==> src/rtl/mem_port_arbiter.sv <==
// mem_port_arbiter
// Shares the single-transaction memory controller port between the
// instruction fetcher (IF) and the load/store executor (LS).
//
// Ports
//   clk, rst          rising-edge clock, asynchronous active-low reset
//   rdy               global ready; 0 freezes every register
//   drop_flag         flush: aborts outstanding fetches/loads, blocks new ones
//   if_ena/if_pc      level-held fetch request and address
//   if_ok/if_inst     one-cycle fetch completion pulse and instruction
//   ls_ena/ls_wr/ls_size/ls_addr/ls_wdata   level-held load/store request
//   ls_ok/ls_rdata    one-cycle load/store completion pulse and load data
//   mc_ena            one-cycle issue pulse to the memory controller
//   mc_wr/mc_size/mc_addr/mc_wdata   issued command, stable while busy
//   mc_drop           one-cycle abort pulse to the controller
//   mc_ok/mc_rdata    controller completion pulse and read data
//   err_timeout       sticky watchdog flag
module mem_port_arbiter #(
    parameter int STARVE_LIMIT = 4,
    parameter int TIMEOUT      = 64
) (
    input  logic        clk,
    input  logic        rst,
    input  logic        rdy,
    input  logic        drop_flag,
    input  logic        if_ena,
    input  logic [31:0] if_pc,
    output logic        if_ok,
    output logic [31:0] if_inst,
    input  logic        ls_ena,
    input  logic        ls_wr,
    input  logic [2:0]  ls_size,
    input  logic [31:0] ls_addr,
    input  logic [31:0] ls_wdata,
    output logic        ls_ok,
    output logic [31:0] ls_rdata,
    output logic        mc_ena,
    output logic        mc_wr,
    output logic [2:0]  mc_size,
    output logic [31:0] mc_addr,
    output logic [31:0] mc_wdata,
    output logic        mc_drop,
    input  logic        mc_ok,
    input  logic [31:0] mc_rdata,
    output logic        err_timeout
);

    localparam int WD_W = $clog2(TIMEOUT + 1);

    typedef enum logic [1:0] {
        IDLE    = 2'd0,
        BUSY_IF = 2'd1,
        BUSY_LS = 2'd2
    } state_t;

    state_t          state;
    logic [3:0]      starve_cnt;
    logic [WD_W-1:0] wd_cnt;

    logic if_cand;
    logic ls_cand;
    logic grant_if;
    logic grant_ls;
    logic abort_busy;

    // Grant decision. A flush removes fetches and loads from contention but
    // stores are architectural and may still go out. When both sides compete,
    // LS wins until IF has been passed over STARVE_LIMIT times in a row.
    always_comb begin
        if_cand  = if_ena && !drop_flag;
        ls_cand  = ls_ena && (ls_wr || !drop_flag);
        grant_if = 1'b0;
        grant_ls = 1'b0;
        if (state == IDLE) begin
            if (if_cand && ls_cand) begin
                if (starve_cnt == 4'(STARVE_LIMIT)) begin
                    grant_if = 1'b1;
                end else begin
                    grant_ls = 1'b1;
                end
            end else begin
                grant_if = if_cand;
                grant_ls = ls_cand;
            end
        end
    end

    // A flush aborts a busy fetch or load, but an issued store must finish.
    always_comb begin
        abort_busy = 1'b0;
        if (drop_flag) begin
            abort_busy = (state == BUSY_IF) || ((state == BUSY_LS) && !mc_wr);
        end
    end

    // Main FSM with registered outputs. Pulse outputs default low every
    // ready cycle; nothing moves while rdy is low. The abort path takes
    // priority over a same-cycle mc_ok so a flushed access never completes.
    always_ff @(posedge clk or negedge rst) begin
        if (!rst) begin
            state       <= IDLE;
            starve_cnt  <= '0;
            wd_cnt      <= '0;
            if_ok       <= 1'b0;
            if_inst     <= '0;
            ls_ok       <= 1'b0;
            ls_rdata    <= '0;
            mc_ena      <= 1'b0;
            mc_wr       <= 1'b0;
            mc_size     <= '0;
            mc_addr     <= '0;
            mc_wdata    <= '0;
            mc_drop     <= 1'b0;
            err_timeout <= 1'b0;
        end else if (rdy) begin
            mc_ena   <= 1'b0;
            mc_drop  <= 1'b0;
            if_ok    <= 1'b0;
            if_inst  <= '0;
            ls_ok    <= 1'b0;
            ls_rdata <= '0;
            case (state)
                IDLE: begin
                    wd_cnt <= '0;
                    if (grant_if) begin
                        state      <= BUSY_IF;
                        mc_ena     <= 1'b1;
                        mc_wr      <= 1'b0;
                        mc_size    <= 3'd4;
                        mc_addr    <= if_pc;
                        mc_wdata   <= '0;
                        starve_cnt <= '0;
                    end else if (grant_ls) begin
                        state    <= BUSY_LS;
                        mc_ena   <= 1'b1;
                        mc_wr    <= ls_wr;
                        mc_size  <= ls_size;
                        mc_addr  <= ls_addr;
                        mc_wdata <= ls_wdata;
                        if (if_ena && (starve_cnt != 4'(STARVE_LIMIT))) begin
                            starve_cnt <= starve_cnt + 4'd1;
                        end
                    end
                end
                BUSY_IF, BUSY_LS: begin
                    // Watchdog saturates at TIMEOUT; the flag is raised on the
                    // same edge the count reaches it and is only cleared by reset.
                    if (wd_cnt != WD_W'(TIMEOUT)) begin
                        wd_cnt <= wd_cnt + 1'b1;
                    end
                    if (wd_cnt == WD_W'(TIMEOUT - 1)) begin
                        err_timeout <= 1'b1;
                    end
                    if (abort_busy) begin
                        state   <= IDLE;
                        mc_drop <= 1'b1;
                    end else if (mc_ok) begin
                        state <= IDLE;
                        if (state == BUSY_IF) begin
                            if_ok   <= 1'b1;
                            if_inst <= mc_rdata;
                        end else begin
                            ls_ok    <= 1'b1;
                            ls_rdata <= mc_wr ? 32'd0 : mc_rdata;
                        end
                    end
                end
                default: begin
                    state <= IDLE;
                end
            endcase
        end
    end

endmodule

==> config.mk <==
export PLATFORM = sky130hd
export DESIGN_NAME = mem_port_arbiter
export DESIGN_NICKNAME = d
export VERILOG_FILES = /design/src/rtl/mem_port_arbiter.sv
export SDC_FILE = /design/constraint.sdc
export NUM_CORES = 1
export LEC_CHECK = 0
export BUFFER_PORTS_ARGS = -buffer_cell sky130_fd_sc_hd__buf_4
export CELL_PAD_IN_SITES_DETAIL_PLACEMENT = 0
export CELL_PAD_IN_SITES_GLOBAL_PLACEMENT = 1
export CORE_MARGIN = 2
export CORE_UTILIZATION = 36
export CTS_BUF_LIST = sky130_fd_sc_hd__clkbuf_4 sky130_fd_sc_hd__clkbuf_8
export DETAILED_ROUTE_END_ITERATION = 10
export GPL_ROUTABILITY_DRIVEN = 0
export PLACE_DENSITY = 0.86
export SYNTH_ARGS = -nofsm -noshare
export SYNTH_HDL_FRONTEND = slang
export SYNTH_SLANG_ARGS = --single-unit
==> constraint.sdc <==
create_clock -name clk -period 2.2 [get_ports clk]
set_input_delay 0.66 -clock clk [delete_from_list [all_inputs] [get_ports clk]]
set_output_delay 0.66 -clock clk [all_outputs]
set_load 0.01 [all_outputs]
; ---- Word-level counts from Yosys, hierarchy flattened
; Index checks and enable logic that the tools add are counted.
[totals]
regBits = 150
in_bits = 139
output_inout_bits = 137
[classes]
mux = 47
addsub = 2
eq_ne = 9
reduce_logical = 19
[op_table]
columns = operator, n
row1 = 32-bit two-way mux, 13
row2 = 1-bit two-way mux, 22
row3 = 7-bit case mux with 2 select lines, 1
row4 = 4-bit two-way mux, 3
row5 = 3-bit AND reduction, 4
row6 = 2-bit two-way mux, 4
row7 = 7-bit by 1-bit adder with 7-bit output (second input constant), 1
row8 = 7-bit by 6-bit == test with 1-bit output (second input constant), 1
row9 = 7-bit two-way mux, 1
row10 = 7-bit != test (second input constant), 1
row11 = 3-bit two-way mux, 2
row12 = 3-bit != test (second input constant), 2
row13 = 2-bit nonzero test, 3
row14 = 1-bit logical AND, 5
row15 = 4-bit by 1-bit adder with 4-bit output (second input constant), 1
row16 = 4-bit by 3-bit == test with 1-bit output (second input constant), 1
row17 = 4-bit by 3-bit != test with 1-bit output (second input constant), 1
row18 = 2-bit case mux with 2 select lines, 1
row19 = 4-bit AND reduction, 1
row20 = 2-bit by 1-bit == test with 1-bit output (second input constant), 1
row21 = 2-bit == test (second input constant), 1
row22 = 1-bit zero test, 2
row23 = 2-bit zero test, 1
row24 = 1-bit logical OR, 2
row25 = other kinds (2), 2

; ---- Logic depth before layout (Yosys ltp)
; Gate-level depths: netlist of run 1.
[logic_depth]
word_depth = 9
depth_mapped = 9

; ---- Least setup slack after synthesis of run 1
; Ideal clock, no wire load.
[synth_path]
kind = register to register
start = reg state[0]
end = reg starve_cnt[2]
slack_ns = 0.388
arrival_ns = 1.733
required_time_ns = 2.121
setup_ns = 0.079
path_stages_with_launch = 9
synth_period_minus_slack_ns = 1.812
cell_sequence = dfrtp_1 -> inv_1 -> ha_1 -> buf_2 -> nand2_2 -> or3_1 -> buf_2 -> or3_1 -> mux2i_1
[synth_between]
elab_chain_len = 4
elab_cells_between_ends = 7
cone_classes = mux (3) / reduce/logical (4)
[synth_rtl]
columns = element, line_no
row1 = from (decl), 56  ; state_t state;
row2 = from (signal assigned), 101  ; state <= IDLE;
row3 = from (signal assigned), 126  ; state <= BUSY_IF;
row4 = from (signal assigned), 134  ; state <= BUSY_LS;
row5 = 2-bit zero test *, "74, 122"
row6 = 1-bit two-way mux, 74  ; if (state == IDLE) begin
row7 = 2-bit nonzero test (no line), -
row8 = 4-bit AND reduction (no line), -
row9 = to (signal assigned), 141  ; starve_cnt <= starve_cnt + 4'd1;
row10 = to (decl), 57  ; logic [3:0] starve_cnt;
; Mark *: on every way between the ends. The rest lies on a longest branch, timed or not.
; A chain may end at the register's enable or synchronous reset.

; ---- Worst setup path after layout of run 1
[layout_path]
start = reg starve_cnt[1]
end = reg mc_addr[25]
[layout_between]
elab_chain_len = 6
elab_cells_between_ends = 10
cone_classes = eq/ne (1) / mux (7) / reduce/logical (2)
[layout_rtl]
columns = element, line_no
row1 = 4-bit by 3-bit == test with 1-bit output *, 76  ; if (starve_cnt == 4'(STARVE_LIMIT)) begin
row2 = 1-bit two-way mux, 76
row3 = 1-bit two-way mux, 75  ; if (if_cand && ls_cand) begin
row4 = 1-bit two-way mux, 74
row5 = 2-bit nonzero test (no line), -
row6 = 3-bit AND reduction (no line), -
row7 = to (signal assigned), 130  ; mc_addr <= if_pc;
row8 = to (signal assigned), 138  ; mc_addr <= ls_addr;
row9 = to (decl), 40  ; output logic [31:0] mc_addr,
; Marked as above.

==> results.py, run 1 <==
metrics = {
    "logic_synthesis": {
        "yosysUniqueCellTypes": 38,
        "yosysSeqAreaShare_pct": 60.98,
        "ys_async_sr_fraction_pct": 100.0,
        "synth.largest_area_cell": "dfrtp_1",
        "synth_edf_count": 0,
        "synth_fp_nets": 736,
        "synth_common_cells": "dfrtp_1, nand2_1, a22o_1",
        "synth.most_common_cell": "dfrtp_1",
        "synth_flop_cell": "dfrtp_1",
        "synth_top_area_share_pct": 60.98,
        "syn_inst": 590,
        "ys_seq_elements": 150,
        "syn-cell-area_um2": 6156,
        "yosysWarningCount": 0,
        "synth_area_leaders": "dfrtp_1, a22o_1, nand2_1",
        "syn_area_per_cell_um2": 10.43,
    },
    "placed_design": {
        "placed_cell_area_um2": 8676,
        "placed_cells": 1069,
        "portBuffers": 275,
        "post-dp-hpwl_mm": 13.16,
    },
    "clock_tree": {
        "h-tree-depth": 4,
        "numCtsBuffers": 17,
        "clockRootBuffer": "clkbuf_8",
        "cts_resized": 0,
        "clk_latency_ps": 440,
        "hold_buffers": 0,
        "cts_setup_buffers": 0,
        "clock_sinks": 150,
        "cts_tree": "done",
        "clkTransAtPathRegs_ps": 90,
        "clockBufferDepth": 2,
    },
    "routing": {
        "drc_errors": 0,
        "ant_nets": 0,
        "vias_per_cell": 5.057,
        "wl_mm": 18.36,
        "wl_per_cell_um": 16.66,
        "first_pass_iters": 4,
        "vias": 5573,
        "drt-initial-drc-count": 277,
    },
    "layout": {
        "layout-drive-gt1-share_pct": 39.00,
        "nNetsFinal": 1015,
        "fin_cells": 1102,
        "area_growth_pct": 48.17,
        "final_area_um2": 9121,
        "n_antenna_cell": 0,
    },
    "global_routing": {
        "overflow": 0,
        "grt_max_degree": 50,
        "antenna_found_initial": 0,
        "grt_pass1_wl_mm": 28.76,
        "grt_pass1_vias": 5513,
        "grtUsageTotal_pct": 20.05,
    },
    "pwr": {
        "ir_drop_mv": 0.5466,
        "power.density_nw_per_um2": 1101,
        "switching_power_mw": 3.467,
        "leakagePower_nw": 4.803,
        "combPwrFrac_pct": 36.0,
        "p_seq_share_pct": 40.9,
        "power_mw": 10.04,
        "clock_power_share_pct": 23.1,
        "p_int_mw": 6.575,
        "switching_share_pct": 34.53,
    },
    "timing": {
        "setup_viol": 0,
        "timing.setup.tns_ps": 0,
        "layout_min_cycle_time_ps": 1998,
        "relSlewSlack_pct": 62.32,
        "fmax_mhz": 500.6,
        "skew_ps": 14.33,
        "finalCritPeriodShare_pct": 90.80,
        "hold_viol": 0,
        "tightest_slew_ps": 563.5,
        "rsz0062_at_grt": "no",
        "maxSlewViolCount": 0,
    },
    "die": {
        "die_w_um": 134.8,
        "die-area_um2": 18160,
        "fp.dieH_um": 134.8,
        "io_pins": 276,
        "core_region_area_um2": 16640,
        "fp-row-count": 47,
        "start_util_pct": 36.99,
    },
    "setup_path": {
        "cp_data_required_time_ps": 2570,
        "end_kind": "register",
        "cp_max_fo": 13,
        "cp.arrival_ps": 2360,
        "startpoint_type": "register",
        "criticalPathCategory": "register to register",
    },
    "flow_run": {
        "drv_cap": 0,
    },
    "min_path": {
        "hold_class": "primary input to asynchronous set/reset pin",
    },
    "run_status": {
        "status": "finished, final reports clean",
    },
}
==> per-stage QoR <==
step	hold slack [ps]	util [%]	setup WS (ps)
after global placement	451.4	52.13	134.3
after global routing	134.9	54.81	55.50
after floorplan	364.4	-	387.8
final	154.3	54.81	202.3
after detailed placement	456.9	52.13	69.54
after CTS	131.3	54.73	109.2
==> critical path, stage by stage, from the launching register on <==
cell      delay, ps
dfrtp_1         390
inv_1            70
ha_1            180
and3b_1         280
o211ai_4        490
buf_4           290
nand2_1          80
a21oi_1         130
==> cell type report <==
cell class | instances | area (um^2)
clock buffers | 18 | 247.7
clock inverters | 14 | 185.2
fillers | 1521 | 7521
inverters | 9 | 33.78
multi-input cells | 390 | 2237
flip-flops and latches | 150 | 3754
well taps | 220 | 275.3
repair buffers | 301 | 2389
==> sequential cells by signal, summed over array words and instances (netlist names) <==
name and cells:
if_inst 32, ls_rdata 32, mc_addr 32, mc_wdata 32, wd_cnt 7, starve_cnt 4
mc_size 3, state 2, err_timeout 1, if_ok 1, ls_ok 1, mc_drop 1
mc_ena 1, mc_wr 1
==> power groups by stage <==
stage | clock network (mW) | registers, mW | logic (mW)
after floorplan | 0 | 4.42 | 1.33
after CTS | 2.40 | 4.11 | 3.65
after detailed placement | 0 | 4.14 | 3.66
final | 2.32 | 4.11 | 3.61
after global placement | 0 | 4.13 | 3.61
after global routing | 2.52 | 4.21 | 4.00
==> layout by cell type (no fill, tap or decap), types with 2 or more instances in the layout <==
master and instances:
a21o_1 3, a21oi_1 66, a22o_1 68, buf_12 10
buf_4 290, bufinv_16 3, clkbuf_8 18, clkinvlp_4 2
dfrtp_1 150, ha_1 7, inv_1 8, inv_6 5
inv_8 2, mux2i_1 3, nand2_1 117, nand3_1 45
nand3b_1 2, nor2_1 37, nor2b_1 2, nor3_1 2
o21a_1 2, o21ai_0 10, o221ai_1 3, o31ai_1 2
==> metal layers <==
layer	track usage (%)	vias to the layer above	wire (um)
li1	-	2628	-
met1	25.65	2703	7872
met2	32.35	232	8485
met3	7.845	10	1861
met4	4.386	0	138
met5	0	-	0
==> cells by family (layout without fill, tap and decap cells) <==
group                      count (synthesis)  count (layout)  synth area share (%)
AOI/OAI and AO/OA                        160             161                 18.17
adders and majority gates                  7               7                 1.423
buffers and inverters                     51             342                 3.394
DFF                                      150             150                 60.98
muxes                                      4               4                0.6707
and+or+nand+nor                          218             218                 15.37
==> path summary, 6_finish.rpt <==
kind                                    start            to  slack (ps)  cells after the start
worst min-delay path                      rst  ls_rdata[28]         150                      1
min in group clk                  ls_wdata[1]   mc_wdata[1]         430                      3
worst max-delay path            starve_cnt[1]   mc_addr[25]         200                      7
worst min register to register   mc_wdata[19]  mc_wdata[19]         470                      2
max in group asynchronous                 rst   ls_rdata[7]        1440                      2
worst max register to register  starve_cnt[1]   mc_addr[25]         200                      7
Note: power is estimated with default switching activity, not from simulation.
==> run 2: changes to the inputs <==
- PLACE_DENSITY: 0.86 -> default
- PLACE_DENSITY_LB_ADDON: default -> 0.1
==> results.py, run 2 (same netlist as run 1, synthesis figures left out) <==
metrics = {
    "timing": {
        "skew_ps": 10.70,
        "rsz0062_at_grt": "no",
        "relSlewSlack_pct": 63.01,
        "layout_min_cycle_time_ps": 2006,
        "hold_viol": 0,
        "timing.setup.tns_ps": 0,
        "fmax_mhz": 498.6,
        "tightest_slew_ps": 548.9,
        "setup_viol": 0,
        "finalCritPeriodShare_pct": 91.17,
        "maxSlewViolCount": 0,
    },
    "layout": {
        "layout-drive-gt1-share_pct": 38.65,
        "fin_util_pct": 54.65,
        "nNetsFinal": 1012,
        "area_growth_pct": 47.74,
        "fillers": 1535,
        "final_common_cell": "buf_4",
        "n_antenna_cell": 0,
        "layout_common_cells": "buf_4, dfrtp_1, nand2_1",
    },
    "clock_tree": {
        "cts_tree": "done",
        "clock_sinks": 150,
        "clockRootBuffer": "clkbuf_8",
        "hold_buffers": 0,
        "cts_resized": 0,
        "clk_latency_ps": 440,
        "numCtsBuffers": 17,
        "h-tree-depth": 4,
        "clkTransAtPathRegs_ps": 80,
        "clockBufferDepth": 2,
        "cts_setup_buffers": 0,
    },
    "routing": {
        "vias_per_cell": 5.070,
        "wl_per_cell_um": 16.54,
        "top_layer_used": "met4",
        "wl_mm": 18.14,
        "vias": 5562,
        "wl_met3_mm": 1.519,
        "first_pass_iters": 4,
        "drt-initial-drc-count": 274,
        "met2_wirelength_mm": 8.668,
        "ant_nets": 0,
        "drc_errors": 0,
        "wl_met1_mm": 7.735,
    },
    "global_routing": {
        "antenna_found_initial": 0,
        "grt_pass1_vias": 5624,
        "grtUsageTotal_pct": 20.35,
        "grt_pass1_wl_mm": 29.15,
        "overflow": 0,
        "grt_max_degree": 46,
    },
    "die": {
        "core_region_area_um2": 16640,
        "die-area_um2": 18160,
        "io_pins": 276,
        "die_w_um": 134.8,
        "start_util_pct": 36.99,
        "fp-row-count": 47,
        "fp.dieH_um": 134.8,
    },
    "setup_path": {
        "cp_num_cells": 5,
        "slowest_stage": "or3b_2",
        "cp_data_required_time_ps": 2500,
        "max_stage_delay_ps": 480,
        "critPathBufInv": 1,
        "r2r_slack_ps": 190,
        "startpoint_type": "register",
        "r2r_cells": 5,
        "end_kind": "register",
        "crit_family": "compound AO/OA/AOI/OAI gates",
        "cp.arrival_ps": 2310,
        "timing.rr.end": "wd_cnt[2]",
        "criticalPathCategory": "register to register",
        "cp_max_fo": 5,
        "r2r-start": "state[0]",
        "path_cells": "inv_1 > ha_1 > or3b_2 > o41ai_2 > o221ai_1",
    },
    "pwr": {
        "power_mw": 10.12,
        "power.density_nw_per_um2": 1112,
        "leakagePower_nw": 4.795,
        "ir_drop_mv": 0.5228,
    },
    "run_status": {
        "status": "finished, final reports clean",
    },
    "flow_run": {
        "drv_cap": 0,
    },
    "placed_design": {
        "portBuffers": 275,
        "post-dp-hpwl_mm": 13.16,
    },
    "min_path": {
        "hold_class": "primary input to asynchronous set/reset pin",
    },
}
==> run 2: cell types whose count changed in the layout (fill, tap and decap cells not counted) <==
cell        delta
o211ai_2       -1
clkbuf_8       +1
inv_6          -3
clkinvlp_4     -1
inv_8          -2
buf_12         -2
bufinv_16      +2
clkinv_4       +1
==> run 2: routing by layer <==
| metal | vias to the layer above | GRT usage [%] |
|---|---|---|
| li1 | 2615 | - |
| met1 | 2728 | 26.18 |
| met2 | 200 | 33.22 |
| met3 | 19 | 6.757 |
| met4 | 0 | 5.146 |
| met5 | - | 0 |
==> run 2: power by group <==
part | total [mW] | switching [mW] | leakage, nW | internal (mW)
logic | 3.56 | 1.79 | 2.65 | 1.77
registers | 4.11 | 0.535 | 1.92 | 3.58
clock network | 2.44 | 1.03 | 0.229 | 1.41
==> run 2: worst max-delay path by stage <==
stage,from,endpoint,slack (ps)
floorplan,state[0],starve_cnt[2],390
global placement,drop_flag,starve_cnt[0],130
detailed placement,drop_flag,starve_cnt[0],80
CTS,state[1],wd_cnt[2],190
global route,state[0],wd_cnt[2],10
finish,state[0],wd_cnt[2],190
==> run 2: cell type report <==
type | instances | area [um^2] | share of cell area, %
Tap cell | 220 | 275.3 | 3.027
Inverter | 9 | 33.78 | 0.3714
Clock buffer | 19 | 261.5 | 2.875
Timing Repair Buffer | 299 | 2349 | 25.82
Sequential cell | 150 | 3754 | 41.27
Multi-Input combinational cell | 389 | 2225 | 24.46
Clock inverter | 11 | 197.7 | 2.174
==> run 2: per-stage QoR <==
stage	worst slack [ps]	hold WS, ps	cells	area [um^2]
6_report	194.2	134.7	1097	9095
3_5_place_dp	76.96	449.5	1067	8636
2_1_floorplan	387.8	364.4	590	6156
4_1_cts	185.6	120.1	1097	9095
3_3_place_gp	129.8	453.5	1067	8636
5_1_grt	12.01	127.7	1097	9095
